===== config.mk =====
export PLATFORM = sky130hd
export DESIGN_NAME = wasm_value_stack
export DESIGN_NICKNAME = d
export VERILOG_FILES = /design/src/rtl/wasm_value_stack_pkg.sv /design/src/rtl/wasm_value_stack_eqz_unit.sv /design/src/rtl/wasm_value_stack.sv
export SDC_FILE = /design/constraint.sdc
export NUM_CORES = 1
export LEC_CHECK = 0
export BUFFER_PORTS_ARGS = -buffer_cell sky130_fd_sc_hd__buf_4
export CORE_AREA = 2 2 252 441
export CTS_CLUSTER_DIAMETER = 40
export DETAILED_ROUTE_END_ITERATION = 6
export DIE_AREA = 0 0 254 443
export PLACE_DENSITY_LB_ADDON = 0.25
export RECOVER_POWER = 50
export SLEW_MARGIN = 10
export SYNTH_ARGS = -nofsm -noshare
export SYNTH_HDL_FRONTEND = slang
export SYNTH_SLANG_ARGS = --single-unit

===== constraint.sdc =====
create_clock -name clk -period 14.2 [get_ports clk]
set_clock_uncertainty 0.05 [all_clocks]
set_input_delay 2.84 -clock clk [delete_from_list [all_inputs] [get_ports clk]]
set_output_delay 2.84 -clock clk [all_outputs]
set_load 0.02 [all_outputs]

===== src/rtl/wasm_value_stack_pkg.sv =====
// wasm_pkg: opcode and trap encodings shared by the operand stack and the
// rest of the WebAssembly core.
//   stack_op_e : 3-bit stack opcode issued by the decoder
//   trap_e     : 4-bit trap code, same convention as the core
package wasm_pkg;

   typedef enum logic [2:0] {
      OP_NOP    = 3'd0,
      OP_PUSH   = 3'd1,
      OP_DROP   = 3'd2,
      OP_EQZ32  = 3'd3,
      OP_EQZ64  = 3'd4,
      OP_DUP    = 3'd5,
      OP_SELECT = 3'd6,
      OP_RSVD   = 3'd7
   } stack_op_e;

   typedef enum logic [3:0] {
      TRAP_NONE      = 4'd0,
      TRAP_UNDERFLOW = 4'd1,
      TRAP_OVERFLOW  = 4'd2,
      TRAP_ILLEGAL   = 4'd3
   } trap_e;

endpackage


===== src/rtl/wasm_value_stack_eqz_unit.sv =====
// wasm_eqz_unit: combinational zero test producing a WIDTH-bit 0/1 value.
// Also intended for reuse by the branch unit.
//   value   : operand
//   is64    : 1 tests the full operand, 0 tests only value[31:0]
//   is_zero : 1 (zero-extended) when the tested bits are all zero
module wasm_eqz_unit #(
   parameter int WIDTH = 64
) (
   input  logic [WIDTH-1:0] value,
   input  logic             is64,
   output logic [WIDTH-1:0] is_zero
);

   logic zero;

   always_comb begin
      if (is64) zero = (value == '0);
      else      zero = (value[31:0] == 32'd0);
      is_zero = {{(WIDTH-1){1'b0}}, zero};
   end

endmodule


===== src/rtl/wasm_value_stack.sv =====
// wasm_value_stack: operand stack for the WebAssembly core.
// Top-of-stack lives in top_q and is presented directly as result; entries
// below it live in mem_q, the entry just under the top at index count-2.
// Any trap is sticky until reset and freezes the stack.
// Optional feature macro: WASM_STACK_SELECT_EN (enables op 6 SELECT;
// otherwise op 6 traps as illegal).
//   clk, reset           : clock, synchronous active-high reset
//   op_valid/op_ready/op : one-cycle op handshake
//   push_data            : PUSH operand
//   result/result_empty  : top-of-stack (0 when empty), empty flag
//   count                : stored entries
//   trap                 : trap_e code
module wasm_value_stack
   import wasm_pkg::*;
#(
   parameter int WIDTH = 64,
   parameter int DEPTH = 16,
   parameter int PTR_W = $clog2(DEPTH) + 1
) (
   input  logic             clk,
   input  logic             reset,
   input  logic             op_valid,
   output logic             op_ready,
   input  logic [2:0]       op,
   input  logic [WIDTH-1:0] push_data,
   output logic [WIDTH-1:0] result,
   output logic             result_empty,
   output logic [PTR_W-1:0] count,
   output logic [3:0]       trap
);

   localparam int IDX_W = PTR_W - 1;
   localparam logic [PTR_W-1:0] CNT_FULL = PTR_W'(DEPTH);
   localparam logic [PTR_W-1:0] CNT_ONE  = PTR_W'(1);
   localparam logic [PTR_W-1:0] CNT_TWO  = PTR_W'(2);

   logic [WIDTH-1:0] top_q, top_d;
   logic [PTR_W-1:0] count_q, count_d;
   trap_e            trap_q, trap_d;
   logic [WIDTH-1:0] mem_q [DEPTH];

   logic             mem_we;
   logic [IDX_W-1:0] idx_m1, idx_m2;
   logic             is_empty, is_full;
   stack_op_e        op_e;
   logic [WIDTH-1:0] eqz_out;

   assign op_e     = stack_op_e'(op);
   assign is_empty = (count_q == '0);
   assign is_full  = (count_q == CNT_FULL);
   // idx_m1: slot the old top moves into on a push; idx_m2: entry under top.
   assign idx_m1   = IDX_W'(count_q - CNT_ONE);
   assign idx_m2   = IDX_W'(count_q - CNT_TWO);

   wasm_eqz_unit #(.WIDTH(WIDTH)) u_eqz (
      .value   (top_q),
      .is64    (op_e == OP_EQZ64),
      .is_zero (eqz_out)
   );

`ifdef WASM_STACK_SELECT_EN
   logic [IDX_W-1:0] idx_m3;
   assign idx_m3 = IDX_W'(count_q - PTR_W'(3));
`endif

   always_comb begin
      top_d   = top_q;
      count_d = count_q;
      trap_d  = trap_q;
      mem_we  = 1'b0;
      if (op_valid && (trap_q == TRAP_NONE)) begin
         case (op_e)
            OP_NOP: ;
            OP_PUSH: begin
               if (is_full) trap_d = TRAP_OVERFLOW;
               else begin
                  // An empty stack has no live top to shift down.
                  mem_we  = !is_empty;
                  top_d   = push_data;
                  count_d = count_q + CNT_ONE;
               end
            end
            OP_DROP: begin
               if (is_empty) trap_d = TRAP_UNDERFLOW;
               else begin
                  top_d   = (count_q == CNT_ONE) ? '0 : mem_q[idx_m2];
                  count_d = count_q - CNT_ONE;
               end
            end
            OP_EQZ32: begin
               if (is_empty) trap_d = TRAP_UNDERFLOW;
               else          top_d  = eqz_out;
            end
            OP_EQZ64: begin
               if (WIDTH == 32)   trap_d = TRAP_ILLEGAL;
               else if (is_empty) trap_d = TRAP_UNDERFLOW;
               else               top_d  = eqz_out;
            end
            OP_DUP: begin
               if (is_empty)     trap_d = TRAP_UNDERFLOW;
               else if (is_full) trap_d = TRAP_OVERFLOW;
               else begin
                  mem_we  = 1'b1;
                  count_d = count_q + CNT_ONE;
               end
            end
`ifdef WASM_STACK_SELECT_EN
            OP_SELECT: begin
               if (count_q < PTR_W'(3)) trap_d = TRAP_UNDERFLOW;
               else begin
                  // cond = top, b = entry below, a = entry below b.
                  top_d   = (top_q[31:0] != 32'd0) ? mem_q[idx_m3] : mem_q[idx_m2];
                  count_d = count_q - CNT_TWO;
               end
            end
`endif
            default: trap_d = TRAP_ILLEGAL;
         endcase
      end
   end

   always_ff @(posedge clk) begin
      if (reset) begin
         top_q   <= '0;
         count_q <= '0;
         trap_q  <= TRAP_NONE;
      end else begin
         top_q   <= top_d;
         count_q <= count_d;
         trap_q  <= trap_d;
      end
   end

   // Storage is not reset; entries above count are never read.
   always_ff @(posedge clk) begin
      if (mem_we && !reset) mem_q[idx_m1] <= top_q;
   end

   assign result       = top_q;
   assign result_empty = is_empty;
   assign count        = count_q;
   assign trap         = trap_q;
   assign op_ready     = (trap_q == TRAP_NONE);

endmodule


==> After elaboration in Yosys (flattened, before gate mapping) <==
Memories as Yosys holds them, arrays and structs flattened.
Cells that the tools add are included.
{ "word_totals": {"regBits": 73, "latch_bits": 0, "ramBits": 1024, "romBits": 0, "inputBits": 70, "out_inout_bits": 75, "word_cells": 57, "n_memories": 1} }
{ "op_classes": {"addsub": 3, "mul": 0, "div": 0, "order_cmp": 0, "n_eq_ne": 12, "shifts": 0, "mux": 21, "n_bitwise": 1, "n_reduce_logical": 16} }
{ "memory_table": {"columns": ["name", "depth", "width", "rd", "rd_clocked_by_memory_dff", "wr", "line_no", "text"], "rows": [
  ["mem_q", 16, 64, 1, 0, 1, "wasm_value_stack.sv:40", "logic [WIDTH-1:0] mem_q [DEPTH];"]
]} }
{ "op_table": {"columns": ["cell", "count"], "rows": [
  ["64-bit two-way mux", 4],
  ["64-bit one-hot mux with 3 select lines", 1],
  ["64-bit logical NOT", 1],
  ["32-bit logical NOT", 1],
  ["4-bit one-hot mux with 4 select lines", 1],
  ["5-bit two-way mux", 3],
  ["5-bit one-hot mux with 3 select lines", 1],
  ["4-bit two-way mux", 3],
  ["2-bit != test, second input constant", 4],
  ["1-bit two-way mux", 7],
  ["3-bit by 2-bit == test with 1-bit output, second input constant", 2],
  ["3-bit == test, second input constant", 2],
  ["3-bit nonzero test", 2],
  ["5-bit by 1-bit adder with 5-bit output, second input constant", 1],
  ["5-bit by 1-bit == test with 1-bit output, second input constant", 1],
  ["5-bit == test, second input constant", 1],
  ["5-bit logical NOT", 1],
  ["5-bit AND reduction", 1],
  ["5-bit by 1-bit subtractor with 5-bit output, second input constant", 1],
  ["4-bit logical NOT", 1],
  ["4-bit AND reduction", 1],
  ["4-bit by 2-bit subtractor with 4-bit output, second input constant", 1],
  ["3-bit by 1-bit == test with 1-bit output, second input constant", 1],
  ["3-bit logical NOT", 1],
  ["8 further kinds", 10]
]} }

==> Longest topological paths before layout <==
Gate-level depths: netlist of the first run.
{ "depth": {"ltp_word": 8, "ltp_mapped": 12, "depth_no_buf": 7} }

==> Cells and area by module <==
Synthesis of the first run repeated with hierarchy kept, for this count alone.
{ "unflattened": {"cells_unflattened": 2706, "hier_area_um2": 44859.3} }
{ "modules_own_cells": {"columns": ["mod", "n_inst", "cells_per_inst", "area_per_inst_um2"], "rows": [
  ["wasm_value_stack", 1, 2619, 44226.2],
  ["wasm_eqz_unit", 1, 87, 633.1]
]} }

==> Worst setup path after synthesis of the first run <==
OpenSTA, ideal clock, no wires.
{ "synth_path": {"path_kind": "input -> register", "from": "in op_valid", "to": "mem mem_q[12][0] (enable)", "setup_ns": 0.486, "arrival_time_ns": 6.293, "t_required_ns": 13.664, "setup_slack_ns": 7.371, "path_stages": 4, "path_cell_list": "nand2_2 nor4_1 nand2_1 nor2_1"} }
{ "synth_between": {"elab_chain_len": 5} }
{ "synth_rtl": {"columns": ["element", "line_no", "text"], "rows": [
  ["start: declaration", "wasm_value_stack.sv:22", "input logic op_valid,"],
  ["1-bit logical AND", "wasm_value_stack.sv:71", "if (op_valid && (trap_q == TRAP_NONE)) begin"],
  ["1-bit two-way mux", "wasm_value_stack.sv:71", null],
  ["1-bit logical AND", "wasm_value_stack.sv:136", "if (mem_we && !reset) mem_q[idx_m1] <= top_q;"],
  ["1-bit two-way mux", "wasm_value_stack.sv:136", null],
  ["1-bit two-way mux (implied by the code)", "wasm_value_stack.sv:136", null],
  ["end: declaration", "wasm_value_stack.sv:40", null]
]} }
No other way between the ends.

==> Worst setup path in the final report of the first run <==
{ "layout_path": {"from": "in reset", "to": "mem mem_q[7][35] (enable)"} }
{ "layout_between": {"elab_chain_len": 4} }
{ "layout_rtl": {"columns": ["element", "line_no", "text"], "rows": [
  ["start: declaration", "wasm_value_stack.sv:21", "input logic reset,"],
  ["1-bit logical NOT", "wasm_value_stack.sv:136", null],
  ["1-bit logical AND", "wasm_value_stack.sv:136", null],
  ["1-bit two-way mux", "wasm_value_stack.sv:136", null],
  ["1-bit two-way mux (implied by the code)", "wasm_value_stack.sv:136", null]
]} }
No other way between the ends.

==> results.md, run 1 <==
- Vias per inst: between 5 and 6
- Post-synth EDFFs: 1024
- Die height: ~440 um
- Syn Area/Cell: between 20 and 25 sq um
- RSZ-0062 raised after global routing: no
- Largest net degree at the start of global routing: 94
- Cell area after synthesis: 43400 sq um
- Worst setup SP type: input port
- Final period utilization: 0.577
- Worst setup endpoint: mem_q[7][35]$_DFFE_PP_
- H-Tree Level Count: 3
- Drt first pass iters: 5
- Top post-synthesis cells by area: edfxtp_1, mux4_2, dfxtp_1
- Worst path arrival time: 8470 ps
- Post_cts resized: 0
- Worst Setup SP: reset
- Setup tns final: 0 ps
- Detail Placement HPWL: 60400 um
- Relative slew margins: -2.12
- Ys async rst share: 0
- YS warnings: 0
- Sequential share of the synthesized area: 0.743
- Antenna viol nets, final: 0
- Switching Share: 0.216
- Final WL: 109000 um
- Peak VDD IR: between 0.09 and 0.1 mV
- Clock sink total: approximately 1100
- CTS tree: done
- Cells after Synth: about 2100
- Reg power frac: 0.527
- Vias in the first global route: approximately 23000
- Power per cell area: 137 nW/um^2
- Combinational Power Share: 0.053
- First-pass GRT wire length: 159000 um
- Hold path depth: 0
- Setup CP Type: in2reg
- IO Count: 145
- Post-DR wirelength/cell: around 28 um
- Crit path max fanout: 74
- Num CTS Buffers: 104
- Gr usage total: 0.195
- Crit path time final: roughly 8000 ps
- Number of synthesized register bits: around 1100
- Hold Fails Final Rpt: 0
- Max Root-Sink Buffers: 3
- Outcome: finished, violations left
- R2R Path End: mem_q[7][35]$_DFFE_PP_
- Core area: 109000 sq um
- Clock root cell: clkbuf_16
- Slew Viols, Final: 75
- FF-to-FF Start: count[1]$_SDFFE_PP0P_
- Critical Path End Type: register
- DRC Markers: 0
- Cells on worst reg2reg path: 7
- Dpl cells: between 3000 and 4000
- Post-CTS Setup Bufs: 0
- Synth top area share: 0.709
- Core Rows: around 160
- Max Clk Rate: 122 MHz
- IO Port Bufs: ~140
- Sw Pwr: between 1 and 1.5 mW
- Failing checks: capacitance limit, slew limit
- Layout cells sized above 1: 0.268
- Setup violators final: 0
- P_leak: about 14 nW
- # hold bufs at CTS: 0
- Commonest cells after routing, fill and taps aside: edfxtp_1, mux4_2, a211oi_1
- Vias: 21600
- Die W: roughly 250 um
- Initial Util: 0.397
- HP Class: reg2reg
- Die area: 113000 sq um
- Cell taking the most area after synthesis: edfxtp_1
- Worst-Skew Late Latency: 680 ps
- Clk slew on worst S/H paths: 60 ps
- Mapped Nets: 2154
- Top FF cell, synth: edfxtp_1
- Area growth syn-to-layout: 14.0%
- Slew at the pin with the worst max-slew slack: roughly 4700 ps
- R2R Setup Slk: 8660 ps
- Max cap viols: 1
- Total gr overflow: 0
- Int Pwr: 5.32 mW
- Placer Congestion: 0.749
- Most common cell after layout, fill and taps aside: edfxtp_1
- Yosys cell types: 46
- Antenna violations before repair: 2
- DR iter-0 viols: 1956
- Clock share of power: 0.420
- Worst Path Required: 14480 ps
- Nets@finish: 2343
- Non-Filler Instances: 3819
==> through the flow <==
step	power [mW]	setup WS [ps]	hold WS, ps	cell area [sq um]	util
floorplan	3.86	7370	538	43400	-
global placement	4.02	7240	412	46300	0.424
detailed placement	4.02	7230	403	46300	0.424
CTS	6.87	7990	421	49800	0.456
global route	6.99	5800	447	49400	0.453
finish	6.79	6010	410	49400	0.453
==> cell usage after synthesis (all sizes together), types with 4 or more instances <==
library cell  count
o21ai             5
a21oi             5
nand4             6
xnor2             7
a211oi          132
mux4            256
mux2i           127
a2111oi          63
buf              95
edfxtp         1024
nor2             90
nor4             18
ha               10
nand2            17
nor3             66
dfxtp            73
inv               5
clkbuf           48
xor2              4
==> per-layer routing <==
layer	track usage	share of wire	vias up
met3	0.0314	0.054	130
met4	0.0513	0.021	2
met1	0.250	0.40	11700
met2	0.342	0.52	713
met5	0	0.000083	-
li1	-	-	9128
==> final cells by class <==
cell class | instances | area [sq um]
repair buffers | 226 | 1340
well taps | 1467 | 1840
inverters | 5 | 18.8
clock inverters | 47 | 573
flip-flops and latches | 1097 | 32200
diodes | 1 | 2.50
multi-input cells | 829 | 10500
clock buffers | 147 | 2940
fillers | 9288 | 59700
==> power by group through the flow <==
stage | registers [mW] | clock network, mW | logic, mW
floorplan | 3.67 | 0 | 0.197
global placement | 3.64 | 0 | 0.371
detailed placement | 3.65 | 0 | 0.377
CTS | 3.58 | 2.91 | 0.378
global route | 3.58 | 3.03 | 0.382
finish | 3.58 | 2.85 | 0.357
==> cells by family (layout without fill, tap and decap cells) <==
family                   count (synthesis)  after routing  share of synthesized area
adder cells (fa/ha/maj)                 10             10                    0.00289
buffers and inverters                  148            425                     0.0187
AND/OR/NAND/NOR                        211            211                     0.0234
AO/OA/AOI/OAI                          213            213                     0.0474
multiplexers                           384            384                      0.163
other                                    0              1                          0
XOR/XNOR                                11             11                    0.00222
flip-flops                            1097           1097                      0.743
==> critical path, cell delays in order <==
cell      delay, ps
clkbuf_1       3220
nor4_1          840
nand2_1         680
nor2_4          350
buf_4           460
==> worst min path at each step <==
stage                                       start                     end
after floorplan              trap[2]$_SDFFE_PP0P_    trap[2]$_SDFFE_PP0P_
after global placement    result[25]$_SDFFE_PP0P_  mem_q[4][25]$_DFFE_PP_
after detailed placement  result[25]$_SDFFE_PP0P_  mem_q[4][25]$_DFFE_PP_
after CTS                 result[25]$_SDFFE_PP0P_  mem_q[4][25]$_DFFE_PP_
after global routing      result[25]$_SDFFE_PP0P_  mem_q[4][25]$_DFFE_PP_
final                     result[25]$_SDFFE_PP0P_  mem_q[4][25]$_DFFE_PP_
==> sequential cells by signal (all words and copies together) (netlist names) <==
| name | flops |
|---|---|
| trap | 4 |
| count | 5 |
| result | 64 |
| mem_q | 1024 |
Note: power is estimated with default switching activity, not from simulation.
==> run 2, diff against run 1 <==
==> constraint.sdc (replaced) <==
create_clock -name clk -period 7.7 [get_ports clk]
set_clock_uncertainty 0.05 [all_clocks]
set_input_delay 1.54 -clock clk [delete_from_list [all_inputs] [get_ports clk]]
set_output_delay 1.54 -clock clk [all_outputs]
set_load 0.02 [all_outputs]
==> run 2 against run 1 <==
Net effect: setup slack lost 3000 ps; utilization grew 0.15 points; sequential share of layout area shrank 0.21 points; clock power grew 85%; sequential cell count is the same; sequential power grew 84%; count of clock-buffer cells in the layout shrank 21; largest power group unchanged; the flow now finishes without violations; via count grew 2.3%; worst hold slack gained 34 ps; global-route usage grew 1.4 points.
==> results.md, run 2 (synthesis gave the netlist of run 1 again) <==
- Layout cells sized above 1: 0.266 (-0.00212)
- First-pass GRT wire length: 169000 um (+6.0%)
- Die height: 443 um (unchanged)
- Initial Util: 0.397 (unchanged)
- Worst-Skew Late Latency: 720 ps (+40 ps)
- Vias per inst: 5.78 (+1.9%)
- IO Port Bufs: 144 (unchanged)
- Commonest cells after routing, fill and taps aside: edfxtp_1, mux4_2, a211oi_1
- Worst-path cell chain: buf_4 -> buf_4
- Gr usage total: 0.209 (+0.0140)
- WP buf/inv: 2 (unchanged)
- Antenna viol nets, final: 0 (unchanged)
- Critical Path End Type: output port
- Crit-path most repeated cell: buf_4
- Worst Path Required: 6110 ps (-8370 ps)
- Peak VDD IR: 0.165 mV (+66%)
- Placer Congestion: 0.762 (+1.7%)
- DR iter-0 viols: 2283 (+17%)
- Max Root-Sink Buffers: 3 (unchanged)
- Non-Filler Instances: 3834 (+0.39%)
- DRC Markers: 0 (unchanged)
- Vias in the first global route: 23000 (+0.81%)
- Most common cell after layout, fill and taps aside: edfxtp_1
- Max reg flops: 1024 (unchanged)
- Setup violators final: 0 (unchanged)
- Slew Viols, Final: 0 (-100%)
- Dpl cells: 3630 (+0.17%)
- Die W: 254 um (unchanged)
- Final WL: 117000 um (+7.3%)
- Detail Placement HPWL: 65600 um (+8.6%)
- Largest net degree at the start of global routing: 112 (+19%)
- Post-CTS Setup Bufs: 0 (unchanged)
- Core Rows: 161 (unchanged)
- Fillcell total: 9342 (+0.58%)
- H-Tree Level Count: 3 (unchanged)
- Crit path time final: around 4700 ps
- Relative slew margins: 0.0402 (+2.16)
- Setup CP Type: reg2out
- HP Class: reg2reg
- Max incr delay on CP: 1020 ps (-2200 ps)
- Max Clk Rate: 213 MHz
- Slew at the pin with the worst max-slew slack: 1440 ps (-3230 ps)
- Post-DR wirelength/cell: 30.4 um (+6.9%)
- Area growth syn-to-layout: 14.4%
- Clock sink total: 1097 (unchanged)
- Nets@finish: 2354 (+0.47%)
- Core area: 109000 sq um (unchanged)
- Power per cell area: 253 nW/um^2 (+84%)
- Setup tns final: 0 ps (unchanged)
- Largest Register: mem_q
- Num CTS Buffers: 105 (+0.96%)
- RSZ-0062 raised after global routing: no
- Max cap viols: 0 (-1)
- P_leak: 13.7 nW (+0.27%)
- Final period utilization: 0.610
- Die area: 113000 sq um (unchanged)
- Post_cts resized: 0 (unchanged)
- Worst setup SP type: register
- # hold bufs at CTS: 0 (unchanged)
- Delay-heaviest family, CP: buffers and inverters
- Outcome: finished clean
- CTS tree: done
- Clock root cell: clkbuf_16
- Antenna violations before repair: 2 (unchanged)
- Clk slew on worst S/H paths: 60 ps (about the same)
- Hold Fails Final Rpt: 0 (unchanged)
- Drt first pass iters: 5 (unchanged)
- Vias: 22100 (+2.3%)
- Worst path arrival time: 3110 ps (-5360 ps)
- Crit path max fanout: 69 (-6.8%)
- Total gr overflow: 0 (unchanged)
- Worst path slowest cell: dfxtp_4
- IO Count: 145 (unchanged)
[run 2: cell count changes in the layout (fill, tap and decap cells not counted), sizes merged]
| cell | delta |
|---|---|
| clkinvlp | +3 |
| inv | +5 |
| clkbuf | -11 |
| clkinv | +18 |
[run 2: area by class of cell]
cell class                      count  area [sq um]  area share
Sequential cell                  1097         32200       0.649
Clock inverter                     73           779      0.0157
Antenna cell                        1          2.50   0.0000504
Timing Repair Buffer              236          1520      0.0306
Multi-Input combinational cell    829         10500       0.211
Clock buffer                      126          2760      0.0556
Tap cell                         1467          1840      0.0370
Inverter                            5          18.8    0.000378
[run 2: through the flow]
| stage | setup slack [ps] | total power [mW] | hold WS (ps) | utilization | area, sq um |
|---|---|---|---|---|---|
| 5_1_grt | 2820 | 12.9 | 471 | 0.454 | 49600 |
| 3_3_place_gp | 2990 | 7.43 | 459 | 0.425 | 46400 |
| 3_5_place_dp | 2880 | 7.44 | 465 | 0.425 | 46400 |
| 4_1_cts | 2900 | 12.7 | 475 | 0.457 | 50000 |
| 6_report | 3000 | 12.5 | 444 | 0.454 | 49600 |
| 2_1_floorplan | 2150 | 7.12 | 538 | - | 43400 |
[run 2: worst reg2reg max path, cell delays in order, from the launching register on]
cell and delay (ps):
dfxtp_4 1020, buf_4 980, buf_4 1050, mux4_2 520
mux2i_1 100, a211oi_1 570, a2111oi_2 70, nor3_1 200
[run 2: power by group]
group	leakage (nW)	total (mW)	switching, mW	internal (mW)
clock	1.71	5.27	2.31	2.96
combinational	2.95	0.678	0.449	0.229
sequential	9.04	6.60	0.0515	6.55
total	13.7	12.5	2.81	9.74
[run 2: worst paths after layout]
check | startpoint | end | slack (ps) | depth (start not counted)
max | count[1]$_SDFFE_PP0P_ | count[1] | 3000 | 2
min reg2reg | trap[2]$_SDFFE_PP0P_ | trap[2]$_SDFFE_PP0P_ | 440 | 1
min | trap[2]$_SDFFE_PP0P_ | trap[2]$_SDFFE_PP0P_ | 440 | 1
max reg2reg | count[1]$_SDFFE_PP0P_ | result[35]$_SDFFE_PP0P_ | 3060 | 7
[run 2: layer usage]
metal	up-vias	wire length, um	global-route usage
met1	12000	46100	0.272
li1	9167	-	-
met2	839	60500	0.363
met3	145	7040	0.0312
met4	2	2760	0.0585
met5	-	12	0
